File: config.mk
export PLATFORM = sky130hd
export DESIGN_NAME = int_controller
export DESIGN_NICKNAME = d
export VERILOG_FILES = /design/src/rtl/int_controller.sv
export SDC_FILE = /design/constraint.sdc
export NUM_CORES = 1
export LEC_CHECK = 0
export ABC_AREA = 1
export BUFFER_PORTS_ARGS = -buffer_cell sky130_fd_sc_hd__buf_2
export CORE_UTILIZATION = 25
export CTS_CLUSTER_DIAMETER = 150
export CTS_CLUSTER_SIZE = 20
export DETAILED_ROUTE_END_ITERATION = 10
export GPL_ROUTABILITY_DRIVEN = 0
export PLACE_DENSITY = 0.51
export RECOVER_POWER = 25
export SETUP_SLACK_MARGIN = 0.3
export SLEW_MARGIN = 15
export SYNTH_ARGS = -nofsm -noshare
export SYNTH_HDL_FRONTEND = slang
export SYNTH_SLANG_ARGS = --single-unit
File: constraint.sdc
create_clock -name clk -period 3.2 [get_ports clk]
set_clock_uncertainty 0.2 [all_clocks]
set_input_delay 0.48 -clock clk [delete_from_list [all_inputs] [get_ports clk]]
set_output_delay 0.48 -clock clk [all_outputs]
set_load 0.05 [all_outputs]
File: src/rtl/int_controller.sv
// Interrupt controller for the MIPS pipeline core: edge-detects request lines,
// masks and prioritises them, and delivers one vectored interrupt at a time.
module int_controller #(
  parameter int unsigned NUM_IRQ    = 4,
  parameter logic [9:0]  VEC_BASE   = 10'h200,
  parameter logic [9:0]  VEC_STRIDE = 10'h010
) (
  input  logic               clk,
  input  logic               rst,
  input  logic [NUM_IRQ-1:0] irq,
  input  logic               mask_we,
  input  logic [NUM_IRQ-1:0] mask_wdata,
  input  logic               eoi,
  input  logic               available_for_int,
  output logic               int_occured,
  output logic [9:0]         int_pc,
  output logic               in_service,
  output logic [2:0]         active_id,
  output logic [NUM_IRQ-1:0] pending
);

  localparam int unsigned PC_W = 10;
  localparam int unsigned ID_W = 3;

  typedef enum logic [1:0] {
    IDLE,
    ISSUE,
    SERVICE
  } state_t;

  state_t             state;
  state_t             state_d;
  logic [NUM_IRQ-1:0] irq_q;
  logic [NUM_IRQ-1:0] mask;
  logic [NUM_IRQ-1:0] mask_d;
  logic [NUM_IRQ-1:0] rise;
  logic [NUM_IRQ-1:0] eligible;
  logic [NUM_IRQ-1:0] win_onehot;
  logic [NUM_IRQ-1:0] pending_d;
  logic [ID_W-1:0]    win_id;
  logic [ID_W-1:0]    active_id_d;
  logic [PC_W-1:0]    win_pc;
  logic [PC_W-1:0]    int_pc_d;
  logic               issue;
  logic               int_occured_d;
  logic               in_service_d;

  assign rise       = irq & ~irq_q;
  assign eligible   = pending & ~mask;
  // Isolate the lowest set bit: that is the winning request.
  assign win_onehot = eligible & (~eligible + NUM_IRQ'(1));

  always_comb begin
    win_id = '0;
    for (int i = int'(NUM_IRQ) - 1; i >= 0; i--) begin
      if (eligible[i]) begin
        win_id = ID_W'(i);
      end
    end
  end

  // Vector arithmetic wraps modulo 2^10 by construction.
  assign win_pc = VEC_BASE + PC_W'(win_id) * VEC_STRIDE;

  // Next-state and registered-output values.
  always_comb begin
    state_d       = state;
    issue         = 1'b0;
    int_occured_d = 1'b0;
    int_pc_d      = int_pc;
    active_id_d   = active_id;
    unique case (state)
      IDLE: begin
        if ((|eligible) && available_for_int) begin
          issue         = 1'b1;
          state_d       = ISSUE;
          int_occured_d = 1'b1;
          int_pc_d      = win_pc;
          active_id_d   = win_id;
        end
      end
      ISSUE:   state_d = SERVICE;
      SERVICE: if (eoi) state_d = IDLE;
      default: state_d = IDLE;
    endcase
    in_service_d = (state_d != IDLE);
    // A fresh edge on the line being issued re-pends it.
    pending_d    = (pending & ~(issue ? win_onehot : '0)) | rise;
    mask_d       = mask_we ? mask_wdata : mask;
  end

  always_ff @(posedge clk) begin
    if (rst) begin
      state       <= IDLE;
      irq_q       <= '0;
      mask        <= '1;
      pending     <= '0;
      int_occured <= 1'b0;
      int_pc      <= '0;
      active_id   <= '0;
      in_service  <= 1'b0;
    end else begin
      state       <= state_d;
      irq_q       <= irq;
      mask        <= mask_d;
      pending     <= pending_d;
      int_occured <= int_occured_d;
      int_pc      <= int_pc_d;
      active_id   <= active_id_d;
      in_service  <= in_service_d;
    end
  end

endmodule

Word-level counts from Yosys, hierarchy flattened
Cells that the tools add are included.

Input bits: 13. Output and inout bits: 19. Register bits after elaboration: 29. Logic and storage cells: 36.

Eq/ne operators: 2. Add/subtract/negate cells: 2. Multiplexer cells: 10. Bitwise operators: 9. Reductions and logical operators: 5.

Operators with widths (number): bitwise AND 4 bit (4); inverter 4 bit (4); adder 10 x 7 -> 10 bit (first input constant) (1); 2-to-1 mux 3 bit (3); 2-to-1 mux 2 bit (3); one-hot mux 2 bit (3 select lines) (1); adder 4 x 1 -> 4 bit (second input constant) (1); 2-to-1 mux 4 bit (1); OR 4 bit (1); OR reduction 4 bit (1); equality test 2 x 1 -> 1 bit (second input constant) (1); equality test 2 bit (second input constant) (1); logical NOT 2 bit (1); 2-to-1 mux 1 bit (2); AND reduction 2 bit (1); nonzero test 2 bit (1); logical AND 1 bit (1).

Depth between registers and ports, before layout
Gate-level depths: netlist of run 1.

Depth after elaboration: 10. Depth in mapped cells: 7. Mapped depth without buffers: 7.

Worst setup path after synthesis of run 1
No wires, ideal clock.

Path kind: reg-to-output. Start point: reg int_pc[5]. End point: out int_pc[5]. Slack: 1.590 ns. Arrival time: 0.930 ns. Stages on the path, launching flop included: 2. Data required time: 2.520 ns. Path buffers: 1. Cell sequence: dfxtp_1 buf_4.

RTL lines: from (decl) (line 16) `output logic [9:0] int_pc,`; from (signal assigned) (line 108) `int_pc <= int_pc_d;`.

No word-level cell between the ends.

Worst setup path in the final report of run 1
Start point: reg pending[2]. End point: out pending[2].

RTL lines: from (decl) (line 19) `output logic [NUM_IRQ-1:0] pending`; from (signal assigned) (line 106) `pending <= pending_d;`.

No word-level cell between the ends.

==> impl_metrics.json, run 1 <==
{
  "antenna_found_initial": 0,
  "r2r_slack_ps": 1910,
  "cts-resized-gates": 0,
  "ir_drop_mv": 0.146,
  "routed_wl_um": 1360,
  "grt-ovfl-total": 0,
  "synth_warnings": 0,
  "area_delta_synth_final_pct": 16.5,
  "syn_area_per_cell_sq_um": 8.51,
  "fin_tns_setup_ps": 0,
  "relSlewSlack_pct": 52.7,
  "tightest_slew_ps": 709,
  "grt_pass1_wl_um": 2300,
  "cp.depth": 1,
  "critPathBufInv": 1,
  "synth_compound_area_share_pct": 14.2,
  "via_per_inst": 3.79,
  "io_buffers": 23,
  "maxSlewViolCount": 0,
  "post-dp-hpwl_um": 1080,
  "grt_max_degree": 16,
  "syn-cell-area_sq_um": 817,
  "drive_gt1_share_pct": 34.5,
  "seq_area_sq_um": 380,
  "hold_buffers": 0,
  "clock_latency_ps": 290,
  "first_pass_iters": 4,
  "setup_viol": 0,
  "numCtsBuffers": 3,
  "grt_pass1_vias": 563,
  "cp-start-kind": "flip-flop",
  "path_cells": "buf_2",
  "syn-instance-count": 96,
  "cts_tree": "done",
  "max_freq_mhz": 596,
  "dpl.cell_count": 159,
  "synthDominantCellAreaShare_pct": 46.6,
  "cts.sinks": 19,
  "seq_area_frac_synth_pct": 46.6,
  "ys_ff_latch": 19,
  "core_sq_um": 3080,
  "ant_nets": 0,
  "post-cts-setup-buffers": 0,
  "cp-endpoint": "pending[2]",
  "rsz0062_at_grt": "false",
  "hold_violations": 0,
  "die_h_um": 59.2,
  "synth_xor_area_share_pct": 0,
  "clockBufferDepth": 2,
  "yosys.area.top_type": "dfxtp_1",
  "crit_fanout": 3,
  "critPathTopFamily": "flip-flops",
  "fin_crit_sh_pct": 52.4,
  "pin_count": 32,
  "critPathArrivalTime_ps": 1000,
  "num-fill-cells": 352,
  "synthAdderAreaFrac_pct": 0,
  "period_needed_ps": 1680,
  "routedWlPerCell_um": 8.36,
  "status": "complete, no violations",
  "n_antenna_cell": 0,
  "max_stage_delay_ps": 410,
  "powerDensity_nw_per_um2": 524,
  "cts-root-buf": "clkbuf_4",
  "initial_core_util_pct": 26.5,
  "synth_mux_area_share_pct": 0,
  "clkSlewWorstSetupHoldPaths_ps": 100,
  "dieWidth_um": 59.2,
  "drv_cap": 0,
  "yosysUniqueCellTypes": 23,
  "htree_levels": 1,
  "synth_simple_gate_area_share_pct": 22.1,
  "rr_endpoint": "int_pc[9]$_SDFFE_PP0P_",
  "drt_iter0_drc": 6,
  "cpMaxStageDelayCell": "dfxtp_1",
  "stdcell_count": 163,
  "rows": 20,
  "track_usage_pct": 9.23,
  "synth_top_family_by_area": "simple AND/OR/NAND/NOR gates",
  "fin_nets": 133,
  "hp-class": "in2reg",
  "r2r_cells": 7,
  "remaining_drc_errors": 0,
  "synth.area.top_cells": "dfxtp_1 47%, buf_4 9.2%, nand2_1 6.4%",
  "path_class": "reg2out",
  "r2r_start": "mask[0]$_SDFFE_PP1P_",
  "die_area_sq_um": 3500,
  "multi_input_area_sq_um": 327,
  "p_leak_nw": 0.496,
  "cp-startpoint": "pending[2]$_SDFF_PP0_",
  "cp.required_ps": 2520,
  "setup.worst_path.end_class": "output port",
  "holdPathStages": 3,
  "via_count": 618
}
## how the worst min path moves through the flow
stage,from,end,slack [ps]
final,irq[3],irq_q[3]$_SDFF_PP0_,190
after global routing,mask_wdata[1],mask[1]$_SDFFE_PP1P_,190
after CTS,irq[1],irq_q[1]$_SDFF_PP0_,190
after detailed placement,irq_q[2]$_SDFF_PP0_,pending[2]$_SDFF_PP0_,210
after global placement,irq_q[2]$_SDFF_PP0_,pending[2]$_SDFF_PP0_,210
after floorplan,irq_q[2]$_SDFF_PP0_,pending[2]$_SDFF_PP0_,200
## sequential cells by signal, summed over array words and instances, names as in the netlist
| register | flops |
|---|---|
| pending | 4 |
| mask | 4 |
| int_occured | 1 |
| active_id | 1 |
| irq_q | 4 |
| state | 2 |
| in_service | 1 |
| int_pc | 2 |
## worst register-to-register path, delay by kind of cell (launching register included)
kind | cells | cell delay, ps
compound gates | 1 | 250
flops | 1 | 360
buf+inv | 2 | 90
simple gates | 4 | 260
## per-layer routing
| layer | wire [um] | global-route usage, % | up-vias |
|---|---|---|---|
| met5 | 0 | 0 | - |
| li1 | - | - | 330 |
| met3 | 69 | 3.28 | 6 |
| met2 | 639 | 14.8 | 20 |
| met1 | 616 | 10.2 | 262 |
| met4 | 36 | 6.46 | 0 |
## layout by cell type (no fill, tap or decap)
master / netlist / layout
o21ai_4: 1 / 1
o31ai_1: 1 / 1
nor3_1: 2 / 2
o22ai_1: 1 / 1
nand3_1: 3 / 3
buf_2: 0 / 22
dfxtp_1: 19 / 19
a21boi_0: 1 / 1
nand2_2: 3 / 3
o21ai_0: 4 / 4
a21oi_2: 1 / 1
clkbuf_1: 0 / 2
nand2_4: 4 / 4
clkinv_2: 1 / 1
inv_2: 4 / 4
o21bai_1: 3 / 3
nor2_1: 7 / 7
nand2_1: 14 / 14
nor2_2: 2 / 2
clkbuf_4: 0 / 3
inv_1: 8 / 8
conb_1: 1 / 8
a21oi_1: 4 / 4
o21a_1: 1 / 1
## synth_stat cells (all sizes together)
| cell type | count |
|---|---|
| nand3 | 3 |
| buf | 11 |
| dfxtp | 19 |
| o22ai | 1 |
| inv | 12 |
| conb | 1 |
| nor3 | 2 |
| o21a | 1 |
| clkinv | 1 |
| o21ai | 5 |
| a21oi | 5 |
| a21boi | 1 |
| nor2 | 9 |
| nand2 | 21 |
| o21bai | 3 |
| o31ai | 1 |
## report_power, final
| group | internal, W | switching [W] | total [W] |
|---|---|---|---|
| Sequential | 0.000253 | 0.0000103 | 0.000263 |
| Combinational | 0.0000276 | 0.0000885 | 0.000116 |
| Clock | 0.0000485 | 0.0000711 | 0.000120 |
## per-stage QoR
step           instance area [sq um]  setup slack [ps]  hold slack [ps]  util, %  total power, W
2_1_floorplan                    843              1590              197        -        0.000370
3_3_place_gp                     927              1750              208     30.1        0.000385
3_5_place_dp                     927              1680              209     30.1        0.000386
4_1_cts                          953              1500              189     31.0        0.000507
5_1_grt                          952              1450              189     30.9        0.000528
6_report                         952              1520              192     30.9        0.000499
## kinds of logic (layout without fill, tap and decap cells)
| family | Yosys count | in the layout |
|---|---|---|
| other | 1 | 8 |
| flip-flops | 19 | 19 |
| buffers and inverters | 24 | 40 |
| AND/OR/NAND/NOR | 35 | 35 |
| AO/OA/AOI/OAI | 17 | 17 |
## cell type report
| type | instances | share of cell area [%] |
|---|---|---|
| Multi-Input combinational cell | 60 | 34.3 |
| Tap cell | 44 | 5.78 |
| Clock buffer | 4 | 2.76 |
| Sequential cell | 19 | 39.9 |
| Timing Repair Buffer | 23 | 12.0 |
| Inverter | 13 | 5.26 |
No activity file was read; power rests on OpenSTA's default activity.
==> run 2: changes to the inputs <==
- clock period: 3.2 -> 1.6 ns (I/O delays scaled with it)
==> impl_metrics.json, run 2 (synthesis results as in run 1) <==
{
  "status": "complete, no violations",
  "pin_count": 32,
  "period_needed_ps": 1290,
  "die_h_um": 59.2,
  "max_freq_mhz": 775,
  "routedWlPerCell_um": 8.26,
  "drv_cap": 0,
  "r2r_slack_ps": 310,
  "dieWidth_um": 59.2,
  "fin_crit_sh_pct": 80.6,
  "drive_gt1_share_pct": 43.9,
  "reg_top3": "irq_q: 4 flops, mask: 4 flops, pending: 4 flops",
  "r2r_cells": 6,
  "num-fill-cells": 341,
  "powerDensity_nw_per_um2": 898,
  "setup_ws_ps": 310,
  "final_common_cell": "nand2_1",
  "critPathBufInv": 1,
  "hold_violations": 0,
  "rows": 20,
  "cp-start-kind": "flip-flop",
  "p_leak_nw": 0.574,
  "ir_drop_mv": 0.266,
  "seq_area_sq_um": 397,
  "drt_iter0_drc": 9,
  "cp-endpoint": "pending[2]",
  "critPathArrivalTime_ps": 850,
  "die_area_sq_um": 3500,
  "cts_tree": "done",
  "track_usage_pct": 9.14,
  "cts.sinks": 19,
  "post-dp-hpwl_um": 1110,
  "cts-root-buf": "clkbuf_4",
  "grt_max_degree": 16,
  "setup_viol": 0,
  "cp-startpoint": "pending[2]$_SDFF_PP0_",
  "fin_nets": 146,
  "max_stage_delay_ps": 390,
  "htree_levels": 1,
  "routed_wl_um": 1450,
  "hold_slack_ps": 13.6,
  "antenna_found_initial": 0,
  "cp.required_ps": 1160,
  "pre_cts_ws_ps": 337,
  "crit_fanout": 3,
  "io_buffers": 23,
  "final_cell_mix": "13 x nand2_1, 12 x buf_2, 10 x dfxtp_1",
  "clockBufferDepth": 2,
  "rr_endpoint": "in_service$_SDFF_PP0_",
  "core_sq_um": 3080,
  "path_cells": "buf_6",
  "hp-class": "in2reg",
  "cpMaxStageDelayCell": "dfxtp_2",
  "n_antenna_cell": 0,
  "grt_pass1_vias": 570,
  "cp.depth": 1,
  "power_w": 0.00105,
  "r2r_start": "mask[0]$_SDFFE_PP1P_",
  "via_per_inst": 3.89,
  "numCtsBuffers": 3,
  "setup.worst_path.end_class": "output port",
  "grt_pass1_wl_um": 2340,
  "rsz0062_at_grt": "true",
  "fin_tns_setup_ps": 0,
  "clkSlewWorstSetupHoldPaths_ps": 100,
  "ant_nets": 0,
  "critPathTopFamily": "flip-flops",
  "path_class": "reg2out",
  "clock_latency_ps": 290,
  "grt-ovfl-total": 0,
  "first_pass_iters": 3,
  "multi_input_area_sq_um": 337,
  "maxSlewViolCount": 0,
  "initial_core_util_pct": 26.5,
  "remaining_drc_errors": 0,
  "via_count": 685,
  "area_delta_synth_final_pct": 43.6
}
run 2: timing repair:
action	in CTS	in global routing
endpoints found under the hold margin	8	0
hold buffers	8	0
pin swaps	0	3
setup endpoints to repair	11	14
resized for setup	11	23
buffers inserted	0	5
run 2: metrics by stage:
step | cells | util, % | cell area (sq um)
after CTS | 171 | 34.8 | 1070
after floorplan | 103 | - | 851
after global routing | 176 | 38.1 | 1170
final | 176 | 38.1 | 1170
after global placement | 159 | 30.4 | 935
after detailed placement | 159 | 30.4 | 935
run 2: how the worst min path moves through the flow:
stage                                    from  depth (start not counted)                    end
final                                     eoi                          3    state[1]$_SDFF_PP0_
after global routing                      eoi                          3    state[1]$_SDFF_PP0_
after CTS                                 eoi                          3    state[1]$_SDFF_PP0_
after detailed placement  irq_q[2]$_SDFF_PP0_                          1  pending[2]$_SDFF_PP0_
after global placement    irq_q[2]$_SDFF_PP0_                          1  pending[2]$_SDFF_PP0_
after floorplan                           rst                          1    state[0]$_SDFF_PP0_
run 2: layer usage:
layer	vias to the layer above	GRT usage, %	routed length, um
li1	355	-	-
met1	305	9.77	634
met2	20	15.6	718
met3	5	1.97	63
met4	0	7.14	37
met5	-	0	0
run 2: final cells by class:
class / instances / area share [%]
Multi-Input combinational cell: 60 / 28.7
Inverter: 13 / 4.26
Clock buffer: 4 / 2.24
Timing Repair Buffer: 36 / 26.3
Tap cell: 44 / 4.69
Sequential cell: 19 / 33.8
run 2: worst register-to-register path: stages, from the launching register on:
cell and delay, ps:
dfxtp_2 350, inv_2 50, nand2_4 60, nand2_4 60, o21ai_4 260, buf_4 160
o21bai_1 50
run 2: power by group:
group,switching (W),internal [W]
registers,0.0000262,0.000508
logic,0.000183,0.000106
clock network,0.000135,0.0000971
total,0.000344,0.000710
==> run 3: changes to the inputs <==
- PLACE_DENSITY: 0.51 -> 0.52
- clock period: 1.6 -> 1.16 ns (I/O delays scaled with it)
==> impl_metrics.json, run 3 (synthesis results as in run 1) <==
{
  "status": "finished with violations",
  "violations": "negative hold slack, negative setup slack",
  "post-dp-hpwl_um": 1270,
  "ir_drop_mv": 0.295,
  "setup_viol": 18,
  "maxSlewViolCount": 0,
  "cts-root-buf": "clkbuf_4",
  "cts_tree": "done",
  "die_area_sq_um": 3500,
  "clkSlewWorstSetupHoldPaths_ps": 100,
  "final_common_cell": "nand2_1",
  "drt_iter0_drc": 6,
  "setup.worst_path.end_class": "output port",
  "clockBufferDepth": 2,
  "n_antenna_cell": 0,
  "grt_pass1_wl_um": 2790,
  "dieWidth_um": 59.2,
  "stdcell_count": 181,
  "via_per_inst": 4.06,
  "via_count": 734,
  "reg_top3": "irq_q: 4 flops, mask: 4 flops, pending: 4 flops",
  "cp-start-kind": "flip-flop",
  "grt-ovfl-total": 0,
  "track_usage_pct": 11.1,
  "io_buffers": 23,
  "cp.required_ps": 790,
  "num-fill-cells": 304,
  "die_h_um": 59.2,
  "setup_ws_ps": -143,
  "drv_cap": 0,
  "hp-class": "in2reg",
  "final_cell_mix": "13 x nand2_1, 11 x buf_2, 11 x buf_8",
  "powerDensity_nw_per_um2": 1190,
  "hold_slack_ps": -130,
  "first_pass_iters": 3,
  "ant_nets": 0,
  "numCtsBuffers": 3,
  "pin_count": 32,
  "antenna_found_initial": 0,
  "crit_fanout": 2,
  "grt_max_degree": 11,
  "path_class": "reg2out",
  "fin_crit_sh_pct": 112,
  "htree_levels": 1,
  "routedWlPerCell_um": 9.05,
  "rsz0062_at_grt": "true",
  "hold_violations": 13,
  "final_core_util_pct": 43.1,
  "initial_core_util_pct": 26.5,
  "period_needed_ps": 1300,
  "rows": 20,
  "routed_wl_um": 1640,
  "core_sq_um": 3080,
  "cts.sinks": 19,
  "dpl.cell_count": 169,
  "p_leak_nw": 0.637,
  "fin_nets": 151,
  "area_delta_synth_final_pct": 62.3,
  "max_freq_mhz": 767,
  "remaining_drc_errors": 0,
  "critPathArrivalTime_ps": 930,
  "clock_latency_ps": 300,
  "drive_gt1_share_pct": 59.9,
  "grt_pass1_vias": 691
}
## run 3: final cells by class
class                   instances  area [sq um]  area share [%]
clock buffers                   4          26.3            1.98
inverters                      13          50.0            3.77
multi-input cells              60           392            29.5
flip-flops and latches         19           414            31.2
well taps                      44          55.1            4.15
repair buffers                 41           389            29.3
## run 3: worst max-delay path, stage by stage (launching register included)
cell	delay, ps
dfxtp_4	370
buf_6	120
buf_8	140
## run 3: what timing repair did
action,4_1_cts,5_1_grt
pin swaps,10,4
hold endpoints to repair,13,13
setup buffers,5,3
gates cloned,0,0
resized for setup,52,13
setup endpoints to repair,25,26
## run 3: worst paths after layout
check                        startpoint                     end  slack [ps]  depth (start not counted)
setup / recovery  pending[1]$_SDFF_PP0_              pending[1]        -140                          2
hold / removal                   irq[3]     irq_q[3]$_SDFF_PP0_        -130                          3
setup reg to reg   mask[0]$_SDFFE_PP1P_  int_pc[9]$_SDFFE_PP0P_        -100                          7
hold reg to reg     irq_q[2]$_SDFF_PP0_   pending[2]$_SDFF_PP0_         220                          1
## run 3: where the power goes
group          leakage, nW  internal [W]  switching (W)  total (W)
registers            0.162      0.000701      0.0000357   0.000736
logic                0.460      0.000210       0.000290   0.000501
clock network       0.0150      0.000134       0.000206   0.000340
total                0.637       0.00105       0.000532    0.00158
## run 3: metal layers
metal | wire length [um] | GRT usage, % | vias up | share of wire (%)
li1 | - | - | 364 | -
met1 | 690 | 12.2 | 340 | 42
met2 | 824 | 18.2 | 24 | 50
met3 | 62 | 2.62 | 6 | 3.8
met4 | 61 | 9.18 | 0 | 3.7
met5 | 0 | 0 | - | 0
## run 3: metrics by stage
stage          total power (W)  cell area (sq um)  setup WS [ps]  TNS, ps
2_1_floorplan          0.00103                895          -66.2     -206
3_3_place_gp           0.00111               1040          -75.8     -500
3_5_place_dp           0.00111               1040           -106     -751
4_1_cts                0.00155               1260           -149    -1230
5_1_grt                0.00166               1330           -185    -2380
6_report               0.00158               1330           -143    -1310
